## config.mk

```make
export PLATFORM = sky130hd
export DESIGN_NAME = regfile_wb_arbiter
export DESIGN_NICKNAME = d
export VERILOG_FILES = /design/src/rtl/regfile_wb_arbiter.sv
export SDC_FILE = /design/constraint.sdc
export NUM_CORES = 1
export LEC_CHECK = 0
export BUFFER_PORTS_ARGS = -buffer_cell sky130_fd_sc_hd__buf_2
export CAP_MARGIN = 20
export CORE_MARGIN = 1.5
export CORE_UTILIZATION = 41
export CTS_BUF_LIST = sky130_fd_sc_hd__clkbuf_2
export DETAILED_ROUTE_END_ITERATION = 16
export GPL_TIMING_DRIVEN = 0
export PLACE_DENSITY = 0.79
export SLEW_MARGIN = 5
export SYNTH_ARGS = -nofsm -noshare
export SYNTH_HDL_FRONTEND = slang
export SYNTH_SLANG_ARGS = --single-unit
```

## constraint.sdc

```tcl
create_clock -name clk -period 1.55 [get_ports clk]
set_input_delay 0.155 -clock clk [delete_from_list [all_inputs] [get_ports clk]]
set_output_delay 0.155 -clock clk [all_outputs]
set_load 0.02 [all_outputs]
```

## src/rtl/regfile_wb_arbiter.sv

```systemverilog
// regfile_wb_arbiter
// Shares the single write port of the 8x16 register file between two
// writeback requesters (A = ALU, B = memory/load) with round-robin
// arbitration, and keeps a per-register busy scoreboard so the issue
// stage stalls on RAW/WAW hazards against writes still in flight.
//
// Handshake: a requester raises valid with dr/data and holds all three
// stable until it sees ready; a transfer happens on the rising edge where
// valid && ready. ready is combinational and at most one is high per cycle.
//
// Optional feature: define WB_CONFLICT_CNT_EN to add the 16-bit saturating
// conflict_cnt output, counting cycles where both requesters are valid.
module regfile_wb_arbiter #(
   parameter int NREG = 8,
   parameter int AW   = 3,
   parameter int DW   = 16
) (
   input  logic            clk,
   input  logic            rst_n,
   input  logic            a_valid,
   output logic            a_ready,
   input  logic [AW-1:0]   a_dr,
   input  logic [DW-1:0]   a_data,
   input  logic            b_valid,
   output logic            b_ready,
   input  logic [AW-1:0]   b_dr,
   input  logic [DW-1:0]   b_data,
   input  logic            iss_valid,
   input  logic [AW-1:0]   iss_dr,
   input  logic [AW-1:0]   iss_sr1,
   input  logic [AW-1:0]   iss_sr2,
   output logic            iss_stall,
   output logic            rf_ld,
   output logic [AW-1:0]   rf_dr,
   output logic [DW-1:0]   rf_din,
   output logic [NREG-1:0] busy
`ifdef WB_CONFLICT_CNT_EN
   ,
   output logic [15:0]     conflict_cnt
`endif
);

   // Encoding of the last requester served.
   localparam logic GNT_A = 1'b0;
   localparam logic GNT_B = 1'b1;

   logic            last_grant_q, last_grant_d;
   logic            rf_ld_q,      rf_ld_d;
   logic [AW-1:0]   rf_dr_q,      rf_dr_d;
   logic [DW-1:0]   rf_din_q,     rf_din_d;
   logic [NREG-1:0] busy_q,       busy_d;
   logic            gnt_a,        gnt_b;

   // Round-robin grant; on a conflict the requester not served last wins.
   always_comb begin
      gnt_a = 1'b0;
      gnt_b = 1'b0;
      if (rst_n) begin
         if (a_valid && (!b_valid || (last_grant_q == GNT_B))) begin
            gnt_a = 1'b1;
         end else if (b_valid) begin
            gnt_b = 1'b1;
         end
      end
   end

   assign a_ready = gnt_a;
   assign b_ready = gnt_b;

   // Hazard check has no bypass: a register being written this cycle still stalls.
   assign iss_stall = iss_valid & (busy_q[iss_sr1] | busy_q[iss_sr2] | busy_q[iss_dr]);

   // Write port next state: load the winner, otherwise hold dr/din and drop ld.
   always_comb begin
      rf_ld_d      = gnt_a | gnt_b;
      rf_dr_d      = rf_dr_q;
      rf_din_d     = rf_din_q;
      last_grant_d = last_grant_q;
      if (gnt_a) begin
         rf_dr_d      = a_dr;
         rf_din_d     = a_data;
         last_grant_d = GNT_A;
      end else if (gnt_b) begin
         rf_dr_d      = b_dr;
         rf_din_d     = b_data;
         last_grant_d = GNT_B;
      end
   end

   // Scoreboard next state: clear first, then set, so a same-register set wins.
   always_comb begin
      busy_d = busy_q;
      if (rf_ld_q) begin
         busy_d[rf_dr_q] = 1'b0;
      end
      if (iss_valid && !iss_stall) begin
         busy_d[iss_dr] = 1'b1;
      end
   end

   // State registers with synchronous active-low reset.
   always_ff @(posedge clk) begin
      if (!rst_n) begin
         last_grant_q <= GNT_B;
         rf_ld_q      <= 1'b0;
         rf_dr_q      <= '0;
         rf_din_q     <= '0;
         busy_q       <= '0;
      end else begin
         last_grant_q <= last_grant_d;
         rf_ld_q      <= rf_ld_d;
         rf_dr_q      <= rf_dr_d;
         rf_din_q     <= rf_din_d;
         busy_q       <= busy_d;
      end
   end

   assign rf_ld  = rf_ld_q;
   assign rf_dr  = rf_dr_q;
   assign rf_din = rf_din_q;
   assign busy   = busy_q;

`ifdef WB_CONFLICT_CNT_EN
   logic [15:0] conflict_cnt_q, conflict_cnt_d;

   // Saturating count of cycles with both requesters valid.
   always_comb begin
      conflict_cnt_d = conflict_cnt_q;
      if (a_valid && b_valid && (conflict_cnt_q != 16'hFFFF)) begin
         conflict_cnt_d = conflict_cnt_q + 16'd1;
      end
   end

   // Conflict counter register.
   always_ff @(posedge clk) begin
      if (!rst_n) begin
         conflict_cnt_q <= '0;
      end else begin
         conflict_cnt_q <= conflict_cnt_d;
      end
   end

   assign conflict_cnt = conflict_cnt_q;
`endif

endmodule

```

* Word-level counts from Yosys, hierarchy flattened
Index checks and enable logic that the tools add are counted.
Cells by class: order comparisons 6, mux-type cells 23, bitwise operators 7, reductions and logical operators 8
Operator list (number):
- 16-bit 2-to-1 mux | 2
- 3-bit by 4-bit less-than comparator with 1-bit output, second input constant | 4
- 8-bit 2-to-1 mux | 2
- 1-bit 2-to-1 mux | 12
- 1-bit binary-select mux with 3-bit select | 3
- 8-bit bitwise AND | 1
- 8-bit inverter | 1
- 8-bit OR | 1
- 1-bit demux with 3-bit select | 2
- 3-bit by 1-bit greater-or-equal comparator with 1-bit output, second input constant | 2
- 3-bit 2-to-1 mux | 2
- 1-bit logical AND | 4
- 1-bit OR | 3
- 1-bit logical NOT | 2
- 2-bit nonzero test | 1
- 1-bit bitwise AND | 1
- 1-bit logical OR | 1
Word-level totals: register bits 29, bits of input ports 52, output and inout bits 31, word-level logic and storage cells 49

* Depth between registers and ports, before layout
Gate-level depths: netlist of run 1.
depth in word-level cells 9, depth in mapped cells 5, gate-level depth less buffers 4

* Worst setup path after synthesis of run 1
OpenSTA, ideal clock, no wires.
path kind flip-flop to output port, start point reg busy_q[2], in the netlist busy[2], end point out iss_stall, data arrival time 1.528 ns, data required time 1.395 ns, path slack -0.133 ns, stages on the path, launching flop included 5, path buffers 0, cells stage by stage dfxtp_1 mux4_1 mux2i_2 o211ai_2 o21a_1
Between the ends: cells in the longest elaborated chain, start to end 5, elaborated cells on any way between the ends 9, those cells by class 6 x mux; 3 x bitwise
Ends and longest elaborated chain:
- from (decl) | RTL line 51 | logic [NREG-1:0] busy_q, busy_d;
- from (signal assigned) | RTL line 114 | busy_q <= busy_d;
- 1-bit binary-select mux with 3-bit select | RTL line 71 | assign iss_stall = iss_valid & (busy_q[iss_sr1] | busy_q[iss_sr2] | busy_q[iss_dr]);
- 1-bit 2-to-1 mux (implied by the code) | RTL line 71
- 1-bit OR | RTL line 71
- 1-bit OR (*) | RTL line 71
- 1-bit bitwise AND (*) | RTL line 71
- to (decl) | RTL line 32 | output logic iss_stall,
Mark *: on every way between the ends. The rest lies on a longest branch, timed or not. The select of a mux whose other input is x is not followed.

* Final worst setup path of run 1
start point reg busy_q[7], in the netlist busy[7], end point out iss_stall
Same word-level chain as after synthesis.

==> results.ini, run 1 <==
[finish]
final_util = 0.6239
area_delta_synth_final_pct = 44.95
multiInputGateArea_um2 = 823.3
seq_area_um2 = 594.3
layout-drive-gt1-share = 0.4921
layout.nets = 305
layoutNonFillerInstCount = 300
antenna_cells = 0
nFillCells = 322

[drt]
viasPerCell = 5.273
ant_nets = 0
routed_wl_um = 4156
dr.pass1.iters = 4
wire_per_inst_um = 13.85
drc_errors = 0
dr.first_iter.drc_count = 49
vias = 1582

[job]
maxCapViolCount = 0

[clocking]
cts_root_buffer = clkbuf_2
clkSlewWorstSetupHoldPaths_ns = 0.15
clkSinkCount = 29
clockBufferDepth = 2
cts_made_buffers = 5
htree_levels = 2
holdBufCountCts = 0
clock_latency_ns = 0.34
tritoncts = yes

[placed_design]
pre_cts_ws_ns = -0.2689
dp.cells = 286
hpwl_um = 3133
globalplace.congestion = 0.9359
port_buffers = 82

[setup_path]
r2r_end = busy[0]
crit_fanout = 5
start_kind = register
rrSetupSlack_ns = -0.19
cp.arrival_ns = 1.90
cp.required_ns = 1.39
reg2reg_from = busy[7]
cp-end-kind = output pin
reg2reg_depth = 6
critPathKind = reg2out

[die]
die_h_um = 62.19
core_mm2 = 0.003337
design.die.area_mm2 = 0.003868
dieWidth_um = 62.19
fp-row-count = 21
start_util = 0.4304
ioPinCount = 83

[hold_path]
worstHoldPathCells = 3
hp-class = in2reg
min_from = b_valid
min_to = last_grant_q

[sta]
hold_violations = 0
finalCriticalPeriod_ns = 2.054
worstMarginPinSlew_ns = 0.5761
rsz0062_at_grt = yes
worst_slack_ns = -0.5042
setup_viol = 7
fmax_ghz = 0.4868
maxSlewHeadroom = 0.6111
fin_hold_ws_ns = 0.06519
period_share = 1.325
fin_skew_ns = 0.006150
drv_slew = 0

[global_routing]
grt_pass1_wl_um = 6720
track_usage = 0.2189
grt_max_degree = 11
grt_overflow = 0
grt_pass1_vias = 1481
antenna_found_initial = 0

[logic_synthesis]
syn_nets = 210
syn_area_mm2 = 0.001436
synth_ff_type = dfxtp_1
synth_enable_flop_cells = 0
synth_cell_types = 34
synth_async_sr_flop_share = 0
syn_avg_cell_area_um2 = 9.091
ys_seq_area_frac = 0.4042
ys_ff_latch = 29
syn_inst = 158
synth_warnings = 0

[power_and_ir_drop]
combPwrFrac = 0.243
pwr-share-seq = 0.464
p_leak_nw = 0.9995
power.total_mw = 1.806
netSwitchingFraction = 0.2976
irDropWorstVdd_v = 0.0005789
power_switching_uw = 537.4
power.clock.fraction = 0.293
p_int_mw = 1.268
pwr_density_cell_mw_per_mm2 = 867.4

[outcome]
status = finished with violations
violations = negative setup slack

==> critical path, cell delays in order, from the launching register on <==
cell and delay, ns:
dfxtp_2 0.38, mux4_2 0.51, mux2i_4 0.19, o211ai_2 0.12, o21a_2 0.21, buf_6 0.13
==> layer usage <==
| layer | vias to the layer above | global-route usage | share of wire |
|---|---|---|---|
| met3 | 7 | 0.07971 | 0.093 |
| met5 | - | 0 | 0 |
| met2 | 78 | 0.3818 | 0.49 |
| met1 | 706 | 0.2503 | 0.40 |
| met4 | 0 | 0.06667 | 0.016 |
| li1 | 791 | - | - |
==> cells by family after synthesis <==
group / synth area share
buffers and inverters: 0.04007
flip-flops: 0.4042
AND/OR/NAND/NOR: 0.2073
AO/OA/AOI/OAI: 0.2143
multiplexers: 0.1341
==> per-stage QoR <==
stage | setup TNS (ns) | instance area (µm²)
floorplan | -0.05927 | 1433
global placement | -2.110 | 1901
detailed placement | -2.761 | 1901
CTS | -0.8709 | 2024
global route | -1.512 | 2082
finish | -1.083 | 2082
==> registers in the layout (all words and copies together) (netlist names) <==
register and cells:
rf_din 16, busy 8, rf_dr 3, last_grant_q 1, rf_ld 1
==> power by group through the flow <==
stage	clock network [mW]	registers, mW	logic, mW
floorplan	0	0.909	0.172
global placement	0	0.852	0.390
detailed placement	0	0.854	0.397
CTS	0.537	0.837	0.419
global route	0.568	0.846	0.480
finish	0.530	0.837	0.439
==> worst max-delay path by stage <==
stage | startpoint | to | cells past startpoint
6_report | busy[7] | iss_stall | 5
5_1_grt | busy[6] | iss_stall | 5
4_1_cts | busy[6] | iss_stall | 5
3_5_place_dp | busy[6] | iss_stall | 5
3_3_place_gp | busy[6] | iss_stall | 5
2_1_floorplan | busy[6] | iss_stall | 4
==> synth_stat cells, types with 3 or more instances <==
cell      instances  area share
dfxtp_1          29        0.40
nor2_1           20       0.052
nor3_1           13       0.045
o22ai_1          13       0.057
nand3_1          10       0.035
nand2_1           9       0.024
a211oi_1          6       0.031
mux2i_1           6       0.042
clkbuf_1          5       0.013
inv_1             5       0.013
mux4_1            4       0.073
o21ai_0           4       0.014
o311ai_0          4       0.024
buf_1             3      0.0078
nor2b_1           3       0.013
==> what timing repair did <==
action                     4_1_cts  5_1_grt
buffers inserted                 4        4
cloned                           0        0
pin swaps                        4        7
hold endpoints to repair         0        0
gates resized for setup         12       12
setup endpoints to repair       22       19
==> layout make-up <==
type,instances,share of cell area
Multi-Input combinational cell,114,0.3954
Timing Repair Buffer,89,0.2320
Inverter,6,0.01082
Tap cell,46,0.02764
Clock inverter,2,0.01623
Clock buffer,6,0.01442
Sequential cell,29,0.2855
Buffer,8,0.01803
==> layout by cell type (no fill, tap or decap), drive strengths merged <==
master and instances:
and3 1, and2 1, a31oi 1, nand2 9
clkbuf 8, o211ai 2, or4b 1, buf 95
nor2b 3, nor2 20, dfxtp 29, mux4 4
a221oi 1, o41ai 2, inv 5, nand3 10
nor3b 1, o311ai 4, o21ai 4, a311oi 1
bufinv 1, clkinv 2, nand3b 2, o22ai 13
a32o 1, mux2i 8, o211a 1, nor3 13
o31ai 2, a211oi 6, o21a 2, nor4b 1
No activity file was read; power rests on OpenSTA's default activity.
==> run 2: changes to the inputs <==
CORE_ASPECT_RATIO = 0.9   (was not set)
RECOVER_POWER = 50   (was not set)
==> results.ini, run 2 (synthesized netlist as in run 1, its figures left out) <==
[global_routing]
grt_pass1_vias = 1600
grt_overflow = 0
grt_pass1_wl_um = 6837
track_usage = 0.2280
antenna_found_initial = 0
grt_max_degree = 11

[finish]
multiInputGateArea_um2 = 832.0
seq_area_um2 = 588.1
layout-drive-gt1-share = 0.4202
largest_reg_flops = 16
layout.nets = 309
layout_commonest_cell = buf_2
final_cell_mix = buf_2, dfxtp_1, nor2_1, clkbuf_1
area_delta_synth_final_pct = 45.73
nFillCells = 326
final_area_mm2 = 0.002093
final_util = 0.6243
antenna_cells = 0

[drt]
dr.pass1.iters = 4
dr.first_iter.drc_count = 152
viasPerCell = 5.538
drc_errors = 0
vias = 1667
routed_wl_um = 4252
wire_per_inst_um = 14.13
ant_nets = 0

[die]
fp-row-count = 20
dieWidth_um = 65.39
core_mm2 = 0.003353
start_util = 0.4284
die_h_um = 59.15
ioPinCount = 83
design.die.area_mm2 = 0.003868

[placed_design]
hpwl_um = 3142
globalplace.congestion = 0.7734
port_buffers = 82
pre_cts_ws_ns = -0.2435
dpl_cell_area_mm2 = 0.001898

[clocking]
cts_made_buffers = 5
holdBufCountCts = 0
clockBufferDepth = 2
cts_root_buffer = clkbuf_2
clkSinkCount = 29
clkSlewWorstSetupHoldPaths_ns = 0.16
clock_latency_ns = 0.35
tritoncts = yes
htree_levels = 2

[sta]
drv_slew = 0
period_share = 1.329
hold_violations = 0
fmax_ghz = 0.4855
worst_slack_ns = -0.5096
fin_skew_ns = 0.02037
maxSlewHeadroom = 0.5458
rsz0062_at_grt = yes
setup_viol = 6
tns_ns = -1.110
finalCriticalPeriod_ns = 2.060
worstMarginPinSlew_ns = 0.6727

[setup_path]
cp.arrival_ns = 1.90
path_buf_inv = 1
cp_slowest_cell = mux4_2
start_kind = register
slowest_delay_ns = 0.50
critPathKind = reg2out
cp.required_ns = 1.39
crit_chain = mux4_2, mux2i_4, o211ai_2, o21a_2, buf_6
cp-end-kind = output pin
crit_fanout = 5
path_delay_family = multiplexers

[outcome]
status = finished with violations
violations = negative setup slack

[job]
maxCapViolCount = 0

[hold_path]
hp-class = in2reg

[power_and_ir_drop]
power.total_mw = 1.803
irDropWorstVdd_v = 0.0004764
p_leak_nw = 0.9521
pwr_density_cell_mw_per_mm2 = 861.6

run 2: final timing paths:
path                    from         end  slack (ns)  cells after the start
hold / removal     a_data[5]   rf_din[5]        0.06                      3
setup reg to reg     busy[6]     busy[0]       -0.22                      6
setup / recovery     busy[6]   iss_stall       -0.51                      5
hold reg to reg   rf_din[12]  rf_din[12]        0.51                      2
run 2: layout make-up:
type / instances / share of cell area
sequential: 29 / 0.2809
clock buffer: 5 / 0.01195
multi-input combinational: 114 / 0.3975
timing repair buffer: 93 / 0.2331
tap: 44 / 0.02630
clock inverter: 2 / 0.01674
buffer: 8 / 0.02271
inverter: 6 / 0.01076
run 2: worst register-to-register path, cell delays in order (launching register included):
cell and delay, ns:
dfxtp_4 0.39, mux4_2 0.50, mux2i_4 0.19, o211ai_2 0.13, buf_4 0.15, buf_6 0.12
o41ai_2 0.19
run 2: timing repair:
action	4_1_cts	5_1_grt
endpoints found under the setup margin	21	23
pin swaps	5	8
setup buffers	4	7
gates cloned	0	0
gates resized for setup	11	19
run 2: report_power, final:
part / total [mW] / switching [mW] / internal (mW)
Combinational: 0.448 / 0.252 / 0.195
Clock: 0.518 / 0.256 / 0.263
Sequential: 0.837 / 0.0403 / 0.797
run 2: per-stage QoR:
stage          hold slack (ns)  cells
4_1_cts                0.05050    295
5_1_grt                0.04943    301
3_5_place_dp            0.4315    284
3_3_place_gp            0.4282    284
6_report               0.05985    301
2_1_floorplan           0.2874    158
run 2: per-layer routing:
metal  share of wire  vias to the layer above  routed length [µm]  GRT usage
met5               0                        -                   0          0
met3           0.081                        9                 344    0.06274
li1                -                      800                   -          -
met4           0.020                        0                  84     0.1042
met1            0.41                      778                1723     0.2702
met2            0.49                       80                2100     0.3878
